`src/rtl/embcpumem_pio_shifter_pkg.sv`:
```
// Shared types and default parameters for the PIO-to-74HC595 serialiser.
package embcpumem_pio_shifter_pkg;

    localparam int unsigned DEF_DATA_W    = 8;
    localparam int unsigned DEF_CLK_DIV   = 4;
    localparam bit          DEF_MSB_FIRST = 1'b1;

    typedef enum logic [1:0] {
        IDLE     = 2'd0,
        SHIFT_LO = 2'd1,
        SHIFT_HI = 2'd2,
        LATCH    = 2'd3
    } state_e;

endpackage

```
`src/rtl/embcpumem_pio_shifter_if.sv`:
```
// Parallel PIO word in, 3-wire shift-register side and status out.
interface embcpumem_pio_shifter_if #(
    parameter int unsigned DATA_W = embcpumem_pio_shifter_pkg::DEF_DATA_W
);
    logic [DATA_W-1:0] in_port;
    logic              sr_ser;
    logic              sr_clk;
    logic              sr_latch;
    logic              busy;
    logic [DATA_W-1:0] shadow;

    modport master (
        output in_port,
        input  sr_ser, sr_clk, sr_latch, busy, shadow
    );

    modport slave (
        input  in_port,
        output sr_ser, sr_clk, sr_latch, busy, shadow
    );
endinterface

```
`src/rtl/embcpumem_phase_timer.sv`:
```
// Loadable down-counter; tc_c_o flags the last cycle of a CLK_DIV-cycle phase.
module embcpumem_phase_timer #(
    parameter int unsigned CLK_DIV = embcpumem_pio_shifter_pkg::DEF_CLK_DIV
) (
    input  logic clk,
    input  logic reset,
    input  logic load_i,
    output logic tc_c_o
);
    localparam int unsigned CNT_W = $clog2(CLK_DIV + 1);

    logic [CNT_W-1:0] cnt_q;

    // Reload value CLK_DIV-1 gives exactly CLK_DIV cycles up to and including tc.
    always_ff @(posedge clk) begin
        if (reset) begin
            cnt_q <= CNT_W'(CLK_DIV - 1);
        end else if (load_i) begin
            cnt_q <= CNT_W'(CLK_DIV - 1);
        end else if (cnt_q != '0) begin
            cnt_q <= cnt_q - CNT_W'(1);
        end
    end

    assign tc_c_o = (cnt_q == '0);

endmodule

```
`src/rtl/embcpumem_pio_shifter.sv`:
```
// Detects changes of the PIO word and shifts it into an external 74HC595,
// keeping a shadow copy of the last word actually latched on the board.
module embcpumem_pio_shifter
    import embcpumem_pio_shifter_pkg::*;
#(
    parameter int unsigned DATA_W    = DEF_DATA_W,
    parameter int unsigned CLK_DIV   = DEF_CLK_DIV,
    parameter bit          MSB_FIRST = DEF_MSB_FIRST
) (
    input  logic                    clk,
    input  logic                    reset,
    embcpumem_pio_shifter_if.slave  pio
);
    localparam int unsigned BIT_W = $clog2(DATA_W + 1);

    state_e            state_q;
    logic [DATA_W-1:0] shreg_q;
    logic [DATA_W-1:0] shreg_d;
    logic [DATA_W-1:0] word_q;
    logic [DATA_W-1:0] shadow_q;
    logic [BIT_W-1:0]  bit_cnt_q;
    logic              force_q;
    logic              sr_ser_q;
    logic              sr_clk_q;
    logic              sr_latch_q;
    logic              busy_q;

    logic              start_c;
    logic              tc_c;
    logic              load_c;
    logic              first_bit_c;
    logic              next_bit_c;

    // Timer restarts every idle cycle and at each phase end.
    assign load_c = (state_q == IDLE) || tc_c;

    embcpumem_phase_timer #(
        .CLK_DIV (CLK_DIV)
    ) u_phase_timer (
        .clk    (clk),
        .reset  (reset),
        .load_i (load_c),
        .tc_c_o (tc_c)
    );

    always_comb begin
        start_c     = force_q || (pio.in_port != shadow_q);
        shreg_d     = MSB_FIRST ? (shreg_q << 1) : (shreg_q >> 1);
        first_bit_c = MSB_FIRST ? pio.in_port[DATA_W-1] : pio.in_port[0];
        next_bit_c  = MSB_FIRST ? shreg_d[DATA_W-1] : shreg_d[0];
    end

    always_ff @(posedge clk) begin
        if (reset) begin
            state_q    <= IDLE;
            shreg_q    <= '0;
            word_q     <= '0;
            shadow_q   <= '0;
            bit_cnt_q  <= '0;
            force_q    <= 1'b1;
            sr_ser_q   <= 1'b0;
            sr_clk_q   <= 1'b0;
            sr_latch_q <= 1'b0;
            busy_q     <= 1'b0;
        end else begin
            case (state_q)
                IDLE: begin
                    if (start_c) begin
                        shreg_q   <= pio.in_port;
                        word_q    <= pio.in_port;
                        force_q   <= 1'b0;
                        bit_cnt_q <= BIT_W'(DATA_W);
                        sr_ser_q  <= first_bit_c;
                        busy_q    <= 1'b1;
                        state_q   <= SHIFT_LO;
                    end
                end
                SHIFT_LO: begin
                    if (tc_c) begin
                        sr_clk_q <= 1'b1;
                        state_q  <= SHIFT_HI;
                    end
                end
                SHIFT_HI: begin
                    if (tc_c) begin
                        sr_clk_q  <= 1'b0;
                        bit_cnt_q <= bit_cnt_q - BIT_W'(1);
                        shreg_q   <= shreg_d;
                        if (bit_cnt_q != BIT_W'(1)) begin
                            sr_ser_q <= next_bit_c;
                            state_q  <= SHIFT_LO;
                        end else begin
                            sr_ser_q   <= 1'b0;
                            sr_latch_q <= 1'b1;
                            state_q    <= LATCH;
                        end
                    end
                end
                LATCH: begin
                    if (tc_c) begin
                        sr_latch_q <= 1'b0;
                        busy_q     <= 1'b0;
                        shadow_q   <= word_q;
                        state_q    <= IDLE;
                    end
                end
                default: state_q <= IDLE;
            endcase
        end
    end

    assign pio.sr_ser   = sr_ser_q;
    assign pio.sr_clk   = sr_clk_q;
    assign pio.sr_latch = sr_latch_q;
    assign pio.busy     = busy_q;
    assign pio.shadow   = shadow_q;

endmodule

```
`src/flat_wrapper.sv`:
```
// flat-port wrapper written by rule: the top's interface ports become plain ports
module embcpumem_pio_shifter_flat import embcpumem_pio_shifter_pkg::*;
#(
    parameter int unsigned DATA_W    = DEF_DATA_W,
    parameter int unsigned CLK_DIV   = DEF_CLK_DIV,
    parameter bit          MSB_FIRST = DEF_MSB_FIRST
)
  (clk, reset, pio_in_port, pio_sr_ser, pio_sr_clk, pio_sr_latch, pio_busy, pio_shadow);
  embcpumem_pio_shifter_if #(.DATA_W(DATA_W)) pio_i ();
  input  logic clk;
  input  logic reset;
  input wire logic [$bits(pio_i.in_port)-1:0] pio_in_port;
  output wire logic [$bits(pio_i.sr_ser)-1:0] pio_sr_ser;
  output wire logic [$bits(pio_i.sr_clk)-1:0] pio_sr_clk;
  output wire logic [$bits(pio_i.sr_latch)-1:0] pio_sr_latch;
  output wire logic [$bits(pio_i.busy)-1:0] pio_busy;
  output wire logic [$bits(pio_i.shadow)-1:0] pio_shadow;
  assign pio_i.in_port = pio_in_port;
  assign pio_sr_ser = pio_i.sr_ser;
  assign pio_sr_clk = pio_i.sr_clk;
  assign pio_sr_latch = pio_i.sr_latch;
  assign pio_busy = pio_i.busy;
  assign pio_shadow = pio_i.shadow;
  embcpumem_pio_shifter #(.DATA_W(DATA_W), .CLK_DIV(CLK_DIV), .MSB_FIRST(MSB_FIRST)) u_core (.clk(clk), .reset(reset), .pio(pio_i));
endmodule
```
`config.mk`:
```
export PLATFORM = sky130hd
export DESIGN_NAME = embcpumem_pio_shifter_flat
export DESIGN_NICKNAME = d
export VERILOG_FILES = /design/src/rtl/embcpumem_pio_shifter_pkg.sv /design/src/rtl/embcpumem_pio_shifter_if.sv /design/src/rtl/embcpumem_phase_timer.sv /design/src/rtl/embcpumem_pio_shifter.sv /design/src/flat_wrapper.sv
export SDC_FILE = /design/constraint.sdc
export NUM_CORES = 1
export LEC_CHECK = 0
export ABC_AREA = 0
export BUFFER_PORTS_ARGS = -buffer_cell sky130_fd_sc_hd__buf_4
export CORE_MARGIN = 5
export CORE_UTILIZATION = 45
export CTS_CLUSTER_SIZE = 40
export DETAILED_ROUTE_END_ITERATION = 16
export PLACE_DENSITY = 0.62
export RECOVER_POWER = 100
export SYNTH_ARGS = -nofsm -noshare
export SYNTH_HDL_FRONTEND = slang
export SYNTH_HIERARCHICAL = 1
export SYNTH_SLANG_ARGS = --single-unit
```
`constraint.sdc`:
```
create_clock -name clk -period 4.8 [get_ports clk]
set_input_delay 0.72 -clock clk [delete_from_list [all_inputs] [get_ports clk]]
set_output_delay 0.72 -clock clk [all_outputs]
set_load 0.005 [all_outputs]
```
==> results of run 1 <==
-- synth_stat cells (2+ instances only) --
cell	n
inv_1	7
ha_1	4
o21ai_0	3
nand3_1	2
clkbuf_1	9
a21oi_1	15
nor3b_1	2
o311ai_0	6
nand2b_1	2
buf_2	2
nor3_1	3
o211a_1	6
or4_1	2
mux2i_1	16
nor2_1	5
xnor2_1	4
dfxtp_1	37
xor2_1	2
nand2_1	36
a32o_1	2
o21a_1	2
nor2b_1	6
-- area by class of cell --
| class | count | area (µm²) | share of cell area |
|---|---|---|---|
| repair buffers | 21 | 150 | 0.0753 |
| multi-input cells | 136 | 926 | 0.465 |
| well taps | 48 | 60.1 | 0.0301 |
| clock buffers | 7 | 86.3 | 0.0433 |
| flip-flops and latches | 37 | 741 | 0.372 |
| inverters | 8 | 30.0 | 0.0151 |
-- layer usage --
metal | track usage | wire length (µm) | vias to the layer above
met3 | 0.0496 | 173 | 9
met2 | 0.226 | 1700 | 34
met1 | 0.224 | 1900 | 660
li1 | - | - | 708
met5 | 0 | 0 | -
met4 | 0.0615 | 82 | 0
-- final timing paths --
path	from	endpoint	slack, ns	depth (start not counted)
worst max-delay path	u_core/u_phase_timer/cnt_q[0]	u_core/pio.sr_ser	2.02	7
worst min-delay path	u_core/word_q[3]	u_core/pio.shadow[3]	0.46	2
worst max register to register	u_core/u_phase_timer/cnt_q[0]	u_core/pio.sr_ser	2.02	7
worst min register to register	u_core/word_q[3]	u_core/pio.shadow[3]	0.46	2
-- sequential cells by signal (all words and copies together) (netlist names) --
| signal | cells |
|---|---|
| u_core/state_q | 2 |
| u_core/pio.sr_clk | 1 |
| u_core/word_q | 8 |
| u_core/pio.sr_ser | 1 |
| u_core/shreg_q | 7 |
| u_core/pio.busy | 1 |
| u_core/force_q | 1 |
| u_core/pio.shadow | 8 |
| u_core/u_phase_timer/cnt_q | 3 |
| u_core/bit_cnt_q | 4 |
| u_core/pio.sr_latch | 1 |
-- through the flow --
step                utilization  total power [mW]
floorplan                     -             0.385
global placement          0.518             0.404
detailed placement        0.518             0.406
CTS                       0.541             0.617
global route              0.532             0.641
finish                    0.532             0.606
-- worst max-delay path, stage by stage (launching register included) --
cell     delay (ns)
dfxtp_1        0.30
inv_1          0.10
ha_1           0.18
nor2b_1        0.65
inv_1          0.26
a21oi_1        0.49
o31ai_1        0.31
mux2_1         0.37
-- kinds of logic (layout without fill, tap and decap cells) --
logic type,count (synthesis),in the layout
fa+ha+maj,4,4
xor+xnor,6,6
mux,19,19
simple gates,64,64
compound gates,43,43
flops,37,37
buf+inv,21,36
-- power by group through the flow --
stage          clock, mW  sequential (mW)  combinational [mW]
2_1_floorplan          0            0.337              0.0480
3_3_place_gp           0            0.340              0.0642
3_5_place_dp           0            0.341              0.0649
4_1_cts            0.218            0.334              0.0652
5_1_grt            0.235            0.336              0.0701
6_report           0.209            0.334              0.0627
==> results.json, run 1 <==
{
  "status": "completed",
  "synth_area_um2": 1780,
  "critPathKind": "register to register",
  "synth-compound-area-share": 0.187,
  "cts_hold_buf": 0,
  "drt_first_pass_iters": 4,
  "finalCritPeriodShare": 0.579,
  "synth_cell_types": 43,
  "ys_seq_area_frac": 0.416,
  "synth_mux_area_frac": 0.111,
  "clk_pin_slew_worst_paths_ns": 0.07,
  "drv_slew": 0,
  "grt_max_degree": 26,
  "setup_slack_ns": 2.02,
  "cts_max_level": 2,
  "grt_pass1_vias": 1324,
  "diodes": 0,
  "gp_congestion": 0.915,
  "grt_pass1_wl_mm": 6.53,
  "cp_max_fo": 11,
  "post_cts_buffers": 0,
  "synth_edf_count": 0,
  "clockBufferDepth": 2,
  "drc": 0,
  "period_minus_slack_ns": 2.78,
  "crit_path_start_kind": "register",
  "drt-vias-per-instance": 5.49,
  "nFillCells": 366,
  "power_frac_clock": 0.345,
  "async_flop_share": 0,
  "power_frac_comb": 0.103,
  "p_sw_mw": 0.140,
  "switching_share": 0.231,
  "drtIter0Drc": 81,
  "cts-root-buf": "clkbuf_8",
  "yosysWarningCount": 6,
  "instances_no_fill": 257,
  "cts_sinks": 37,
  "cts_tree": "built",
  "final_cell_mix": "dfxtp_1, nand2_1, mux2i_1",
  "ys_ff_latch": 37,
  "p_seq_frac": 0.551,
  "die_w_um": 72.9,
  "maxCapViolations": 0,
  "drt.antenna.violating_nets": 0,
  "grt_overflow": 0,
  "die_area_um2": 5320,
  "placed_area_um2": 1940,
  "worst_pin_slew_ns": 0.799,
  "core_area_um2": 3740,
  "syn-num-nets": 208,
  "p_int_mw": 0.466,
  "via_count": 1411,
  "clock_skew_ns": 0.00533,
  "grt.total_usage": 0.159,
  "dp_hpwl_mm": 2.75,
  "wl_mm": 3.86,
  "numCtsBuffers": 5,
  "crit_arrival_ns": 2.95,
  "cp.required_ns": 4.97,
  "die_y_um": 72.9,
  "clock_latency_ns": 0.28,
  "yosys.area_share.xor_xnor": 0.0295,
  "dp_cells": 250,
  "p_per_area_nw_per_um2": 304,
  "drive_above_1_share": 0.148,
  "initial_utilization": 0.476,
  "nets": 223,
  "relSlewSlack": 0.466,
  "yosys-top-cells-area": "dfxtp_1, mux2i_1, nand2_1, a21oi_1, o211a_1",
  "leakage_nw": 0.859,
  "tns_ns": 0,
  "design_area_um2": 1990,
  "synth-main-ff-cell": "dfxtp_1",
  "io-pin-count": 22,
  "synth_top_family_by_area": "compound AO/OA/AOI/OAI gates",
  "syn_to_final_growth_pct": 11.9,
  "hold_viol_final": 0,
  "wl_per_cell_um": 15.0,
  "rsz0062_at_grt": "false",
  "post_cts_resized": 0,
  "hold_ws_ns": 0.455,
  "max_freq_mhz": 360,
  "antenna_found_initial": 0,
  "cp-end-kind": "register",
  "fp-row-count": 22,
  "yosys.area_share.simple": 0.179,
  "layout_commonest_cell": "dfxtp_1",
  "netlist.area_leader.share": 0.416,
  "pre_cts_slack_ns": 2.30,
  "setup_viol": 0,
  "port_buffers": 21,
  "ir_drop_uv": 185,
  "synth_cells": 194,
  "worstHoldPathType": "register to register",
  "synthAdderAreaFrac": 0.0281,
  "syn_avg_cell_area_um2": 9.18,
  "synth_top_area_cell": "dfxtp_1"
}
(Power assumes the default switching activity.)
==> run 2: changes to the inputs <==
- PLACE_DENSITY: 0.62 -> 0.65
- clock period: 4.8 -> 2.4 ns (I/O delays scaled with it)
==> results.json, run 2 (synthesis gave the netlist of run 1 again) <==
{
  "rsz0062_at_grt": "false",
  "die_w_um": 72.9,
  "core_area_um2": 3740,
  "clock_latency_ns": 0.29,
  "cts-root-buf": "clkbuf_8",
  "drtIter0Drc": 83,
  "critPathSlowestCell": "a2111oi_2",
  "max_freq_mhz": 488,
  "drv_slew": 0,
  "clockBufferDepth": 2,
  "min_to": "u_core/word_q[1]",
  "critical_path.max_stage_delay_ns": 0.48,
  "r2r-start": "u_core/pio.shadow[0]",
  "cts_sinks": 37,
  "post_cts_buffers": 0,
  "nets": 226,
  "worstRegToRegCells": 5,
  "p_per_area_nw_per_um2": 596,
  "wl_mm": 3.86,
  "numCtsBuffers": 5,
  "post_cts_resized": 0,
  "maxCapViolations": 0,
  "clk_pin_slew_worst_paths_ns": 0.07,
  "setup_slack_ns": 0.349,
  "drt.antenna.violating_nets": 0,
  "clock_skew_ns": 0.00683,
  "regToRegSetupSlack_ns": 0.35,
  "drc": 0,
  "critPathKind": "register to register",
  "syn_to_final_growth_pct": 13.4,
  "setup_viol": 0,
  "grt_pass1_vias": 1372,
  "cp_cell_sequence": "nor2b_1, a2111oi_2, nand4_4, o21ai_0, mux2_2",
  "drive_above_1_share": 0.160,
  "grt_pass1_wl_mm": 6.47,
  "antenna_found_initial": 0,
  "relSlewSlack": 0.529,
  "worstHoldPathType": "input port to register",
  "layout_commonest_cell": "dfxtp_1",
  "die_area_um2": 5320,
  "port_buffers": 21,
  "cts_hold_buf": 0,
  "r2r-end": "u_core/word_q[0]",
  "drt_first_pass_iters": 4,
  "dp_hpwl_mm": 2.79,
  "io-pin-count": 22,
  "met2_usage": 0.244,
  "drt-vias-per-instance": 5.52,
  "cp-end-kind": "register",
  "worst_pin_slew_ns": 0.706,
  "instances_no_fill": 261,
  "hp-start": "pio_in_port[1]",
  "cts_tree": "built",
  "dp_cells": 253,
  "tns_ns": 0,
  "use_met3": 0.0523,
  "wl_per_cell_um": 14.8,
  "worstHoldPathCells": 3,
  "cp.required_ns": 2.58,
  "pre_cts_slack_ns": 0.270,
  "period_minus_slack_ns": 2.05,
  "final_cell_mix": "dfxtp_1, nand2_1, mux2i_1",
  "fp-row-count": 22,
  "top_usage_layer": "met2",
  "diodes": 0,
  "ir_drop_uv": 327,
  "die_y_um": 72.9,
  "cts_max_level": 2,
  "met1_usage": 0.200,
  "grt_max_degree": 26,
  "crit_path_start_kind": "register",
  "hold_viol_final": 0,
  "postLayoutCoreUtil": 0.540,
  "initial_utilization": 0.476,
  "via_count": 1441,
  "cp_max_fo": 10,
  "grt.total_usage": 0.159,
  "finalCritPeriodShare": 0.854,
  "status": "completed",
  "gp_congestion": 0.834,
  "leakage_nw": 0.864,
  "crit_arrival_ns": 2.23,
  "grt_overflow": 0
}
run 2: cell count changes in the layout (fill, tap and decap cells not counted), sizes merged:
cell / delta
buf: +2
clkbuf: +2
run 2: through the flow:
step                      hold slack [ns]  cell area (µm²)  power (mW)
final                               0.349             2020        1.20
after CTS                           0.348             2040        1.22
after global routing                0.365             2020        1.26
after floorplan                     0.427             1780       0.769
after detailed placement            0.441             1960       0.814
after global placement              0.438             1960       0.810
run 2: where the power goes:
part / internal [mW] / switching, mW / leakage (nW)
Sequential: 0.646 / 0.0205 / 0.304
Clock: 0.206 / 0.201 / 0.0395
Combinational: 0.0623 / 0.0684 / 0.521
run 2: worst max-delay path by stage:
stage,start,to
floorplan,u_core/u_phase_timer/cnt_q[0],u_core/pio.sr_ser
global placement,pio_in_port[2],u_core/pio.sr_ser
detailed placement,pio_in_port[2],u_core/bit_cnt_q[3]
CTS,u_core/pio.shadow[0],u_core/pio.sr_ser
global route,u_core/u_phase_timer/cnt_q[0],u_core/pio.busy
finish,u_core/pio.shadow[0],u_core/word_q[0]
run 2: layout make-up:
class / instances / area, µm²
Fill cell: 364 / 1720
Multi-Input combinational cell: 136 / 945
Sequential cell: 37 / 741
Timing Repair Buffer: 24 / 165
Clock buffer: 8 / 80.1
Tap cell: 48 / 60.1
Inverter: 8 / 30.0
run 2: worst max-delay path: cells and delay by family (launching register included):
kind	cells	cell delay [ns]
multiplexers	1	0.37
flip-flops	1	0.34
AO/OA/AOI/OAI	2	0.85
AND/OR/NAND/NOR	2	0.38
run 2: layer usage:
metal,up-vias,routed length (µm)
li1,714,-
met1,677,1720
met2,40,1850
met3,10,206
met4,0,87
met5,-,0
==> run 3: changes to the inputs <==
- SYNTH_HIERARCHICAL: 1 -> unset
==> results.json, run 3 <==
{
  "r2r-start": "u_core.pio.shadow[4]",
  "synth-main-ff-cell": "dfxtp_1",
  "fp-row-count": 22,
  "post_cts_resized": 0,
  "regToRegSetupSlack_ns": 0.28,
  "layout_commonest_cell": "dfxtp_1",
  "worstRegToRegCells": 6,
  "cts_sinks": 37,
  "syn-num-nets": 200,
  "yosys-top-cells-area": "dfxtp_1, nand2_1, a21oi_1, nor2_1, mux2i_1",
  "ys_seq_area_frac": 0.452,
  "cts-root-buf": "clkbuf_8",
  "syn_to_final_growth_pct": 15.5,
  "synth_area_um2": 1640,
  "async_flop_share": 0,
  "r2r-end": "u_core.word_q[5]",
  "setup_viol": 0,
  "synthAdderAreaFrac": 0.0305,
  "yosysWarningCount": 0,
  "clk_pin_slew_worst_paths_ns": 0.07,
  "cp.required_ns": 2.56,
  "syn_avg_cell_area_um2": 8.82,
  "cts_hold_buf": 0,
  "wl_per_cell_um": 14.3,
  "drt-vias-per-instance": 5.34,
  "die_area_um2": 4950,
  "finalCritPeriodShare": 0.883,
  "post_cts_buffers": 0,
  "nFillCells": 352,
  "status": "completed",
  "min_to": "u_core.word_q[4]",
  "cp_max_fo": 7,
  "yosys.area_share.xor_xnor": 0.0427,
  "synth-compound-area-share": 0.169,
  "crit_path_start_kind": "register",
  "power_frac_clock": 0.356,
  "dp_hpwl_mm": 2.54,
  "yosys.area_share.simple": 0.206,
  "synth_edf_count": 0,
  "clock_latency_ns": 0.28,
  "final_cell_mix": "dfxtp_1, nand2_1, nor2_1",
  "clockBufferDepth": 2,
  "p_seq_frac": 0.556,
  "instances_no_fill": 258,
  "p_sw_mw": 0.289,
  "synth_top_area_cell": "dfxtp_1",
  "diodes": 0,
  "tns_ns": 0,
  "grt.total_usage": 0.156,
  "cts_tree": "built",
  "drc": 0,
  "switching_share": 0.245,
  "hp-start": "pio_in_port[4]",
  "synth_cells": 186,
  "port_buffers": 21,
  "grt_overflow": 0,
  "power_mw": 1.18,
  "yosysMostFrequentCell": "dfxtp_1",
  "core_area_um2": 3610,
  "via_count": 1378,
  "postLayoutCoreUtil": 0.525,
  "initial_utilization": 0.455,
  "leakage_nw": 0.750,
  "dp_cells": 250,
  "synth_top_family_by_area": "simple AND/OR/NAND/NOR gates",
  "antenna_found_initial": 0,
  "clock_skew_ns": 0.00690,
  "cp-end-kind": "register",
  "gp_congestion": 0.798,
  "grt_pass1_wl_mm": 6.19,
  "drive_above_1_share": 0.167,
  "p_int_mw": 0.889,
  "max_freq_mhz": 472,
  "critPathSlowestCell": "or4_1",
  "ys_ff_latch": 37,
  "hold_viol_final": 0,
  "cts_max_level": 2,
  "die_w_um": 70.4,
  "drtIter0Drc": 75,
  "grt_max_degree": 39,
  "worstHoldPathCells": 3,
  "period_minus_slack_ns": 2.12,
  "grt_pass1_vias": 1334,
  "netlist.area_leader.share": 0.452,
  "cp_cell_sequence": "xor2_1, or4_1, o31ai_4, clkbuf_1, mux2i_1, nor2_1",
  "worst_pin_slew_ns": 0.589,
  "p_per_area_nw_per_um2": 621,
  "yosys-top-cells-count": "dfxtp_1, nand2_1, nor2_1, a21oi_1",
  "synth_mux_area_frac": 0.0488,
  "wl_mm": 3.70,
  "power_frac_comb": 0.088,
  "crit_arrival_ns": 2.28,
  "drt.antenna.violating_nets": 0,
  "die_y_um": 70.4,
  "synth_cell_types": 34,
  "critPathKind": "register to register",
  "ir_drop_uv": 365,
  "drv_slew": 0,
  "io-pin-count": 22,
  "drt_first_pass_iters": 5,
  "numCtsBuffers": 5,
  "relSlewSlack": 0.602,
  "maxCapViolations": 0,
  "rsz0062_at_grt": "false",
  "critical_path.max_stage_delay_ns": 0.60,
  "worstHoldPathType": "input port to register",
  "nets": 223
}
## run 3: cell types whose count changed after synthesis, sizes merged, moves of 6 or more
cell,previous run,this run
nand2,37,26
mux2i,16,8
nor2,5,22
o311ai,6,0
o211a,6,0
## run 3: worst max path at each step
stage                                        from                   end  slack, ns  cells after the start
floorplan                          pio_in_port[4]      u_core.word_q[2]       0.53                      7
global route        u_core.u_phase_timer.cnt_q[0]   u_core.bit_cnt_q[1]       0.13                      7
global placement                   pio_in_port[4]     u_core.shreg_q[6]       0.35                      6
finish                       u_core.pio.shadow[4]      u_core.word_q[5]       0.28                      6
detailed placement                 pio_in_port[4]     u_core.shreg_q[3]       0.28                      6
CTS                 u_core.u_phase_timer.cnt_q[0]  u_core.pio.shadow[3]       0.39                      7
## run 3: power by group through the flow
stage | logic [mW] | registers (mW) | clock network [mW]
floorplan | 0.0741 | 0.665 | 0
global placement | 0.104 | 0.667 | 0
detailed placement | 0.108 | 0.668 | 0
CTS | 0.109 | 0.654 | 0.428
global route | 0.115 | 0.657 | 0.460
finish | 0.103 | 0.654 | 0.419
## run 3: cell families after synthesis
| group | after synthesis |
|---|---|
| buffers and inverters | 16 |
| AND/OR/NAND/NOR | 73 |
| XOR/XNOR | 8 |
| multiplexers | 8 |
| adder cells (fa/ha/maj) | 4 |
| AO/OA/AOI/OAI | 40 |
| flip-flops | 37 |
## run 3: layout make-up
type / instances / area (µm²) / share of cell area
Timing Repair Buffer: 26 / 176 / 0.0931
Multi-Input combinational cell: 133 / 812 / 0.429
Clock buffer: 6 / 72.6 / 0.0383
Sequential cell: 37 / 741 / 0.391
Inverter: 6 / 22.5 / 0.0119
Tap cell: 48 / 60.1 / 0.0317
Clock inverter: 2 / 10.0 / 0.00528
## run 3: critical path, delay by kind of cell (launching register included)
kind / cells / cell delay [ns]
AO/OA/AOI/OAI: 1 / 0.26
XOR/XNOR: 1 / 0.15
buffers and inverters: 1 / 0.36
flip-flops: 1 / 0.34
multiplexers: 1 / 0.24
AND/OR/NAND/NOR: 2 / 0.65
## run 3: per-layer routing
metal,vias up,GRT usage,part of all wire
li1,686,-,-
met1,654,0.186,0.46
met2,30,0.268,0.50
met3,8,0.0460,0.038
met4,0,0.0447,0.011
met5,-,0,0
## run 3: metrics by stage
step           cell area (µm²)  setup slack, ns  hold WS (ns)
2_1_floorplan             1640            0.535         0.358
3_3_place_gp              1830            0.351         0.367
3_5_place_dp              1830            0.279         0.382
4_1_cts                   1920            0.395         0.342
5_1_grt                   1890            0.129         0.346
6_report                  1890            0.280         0.344
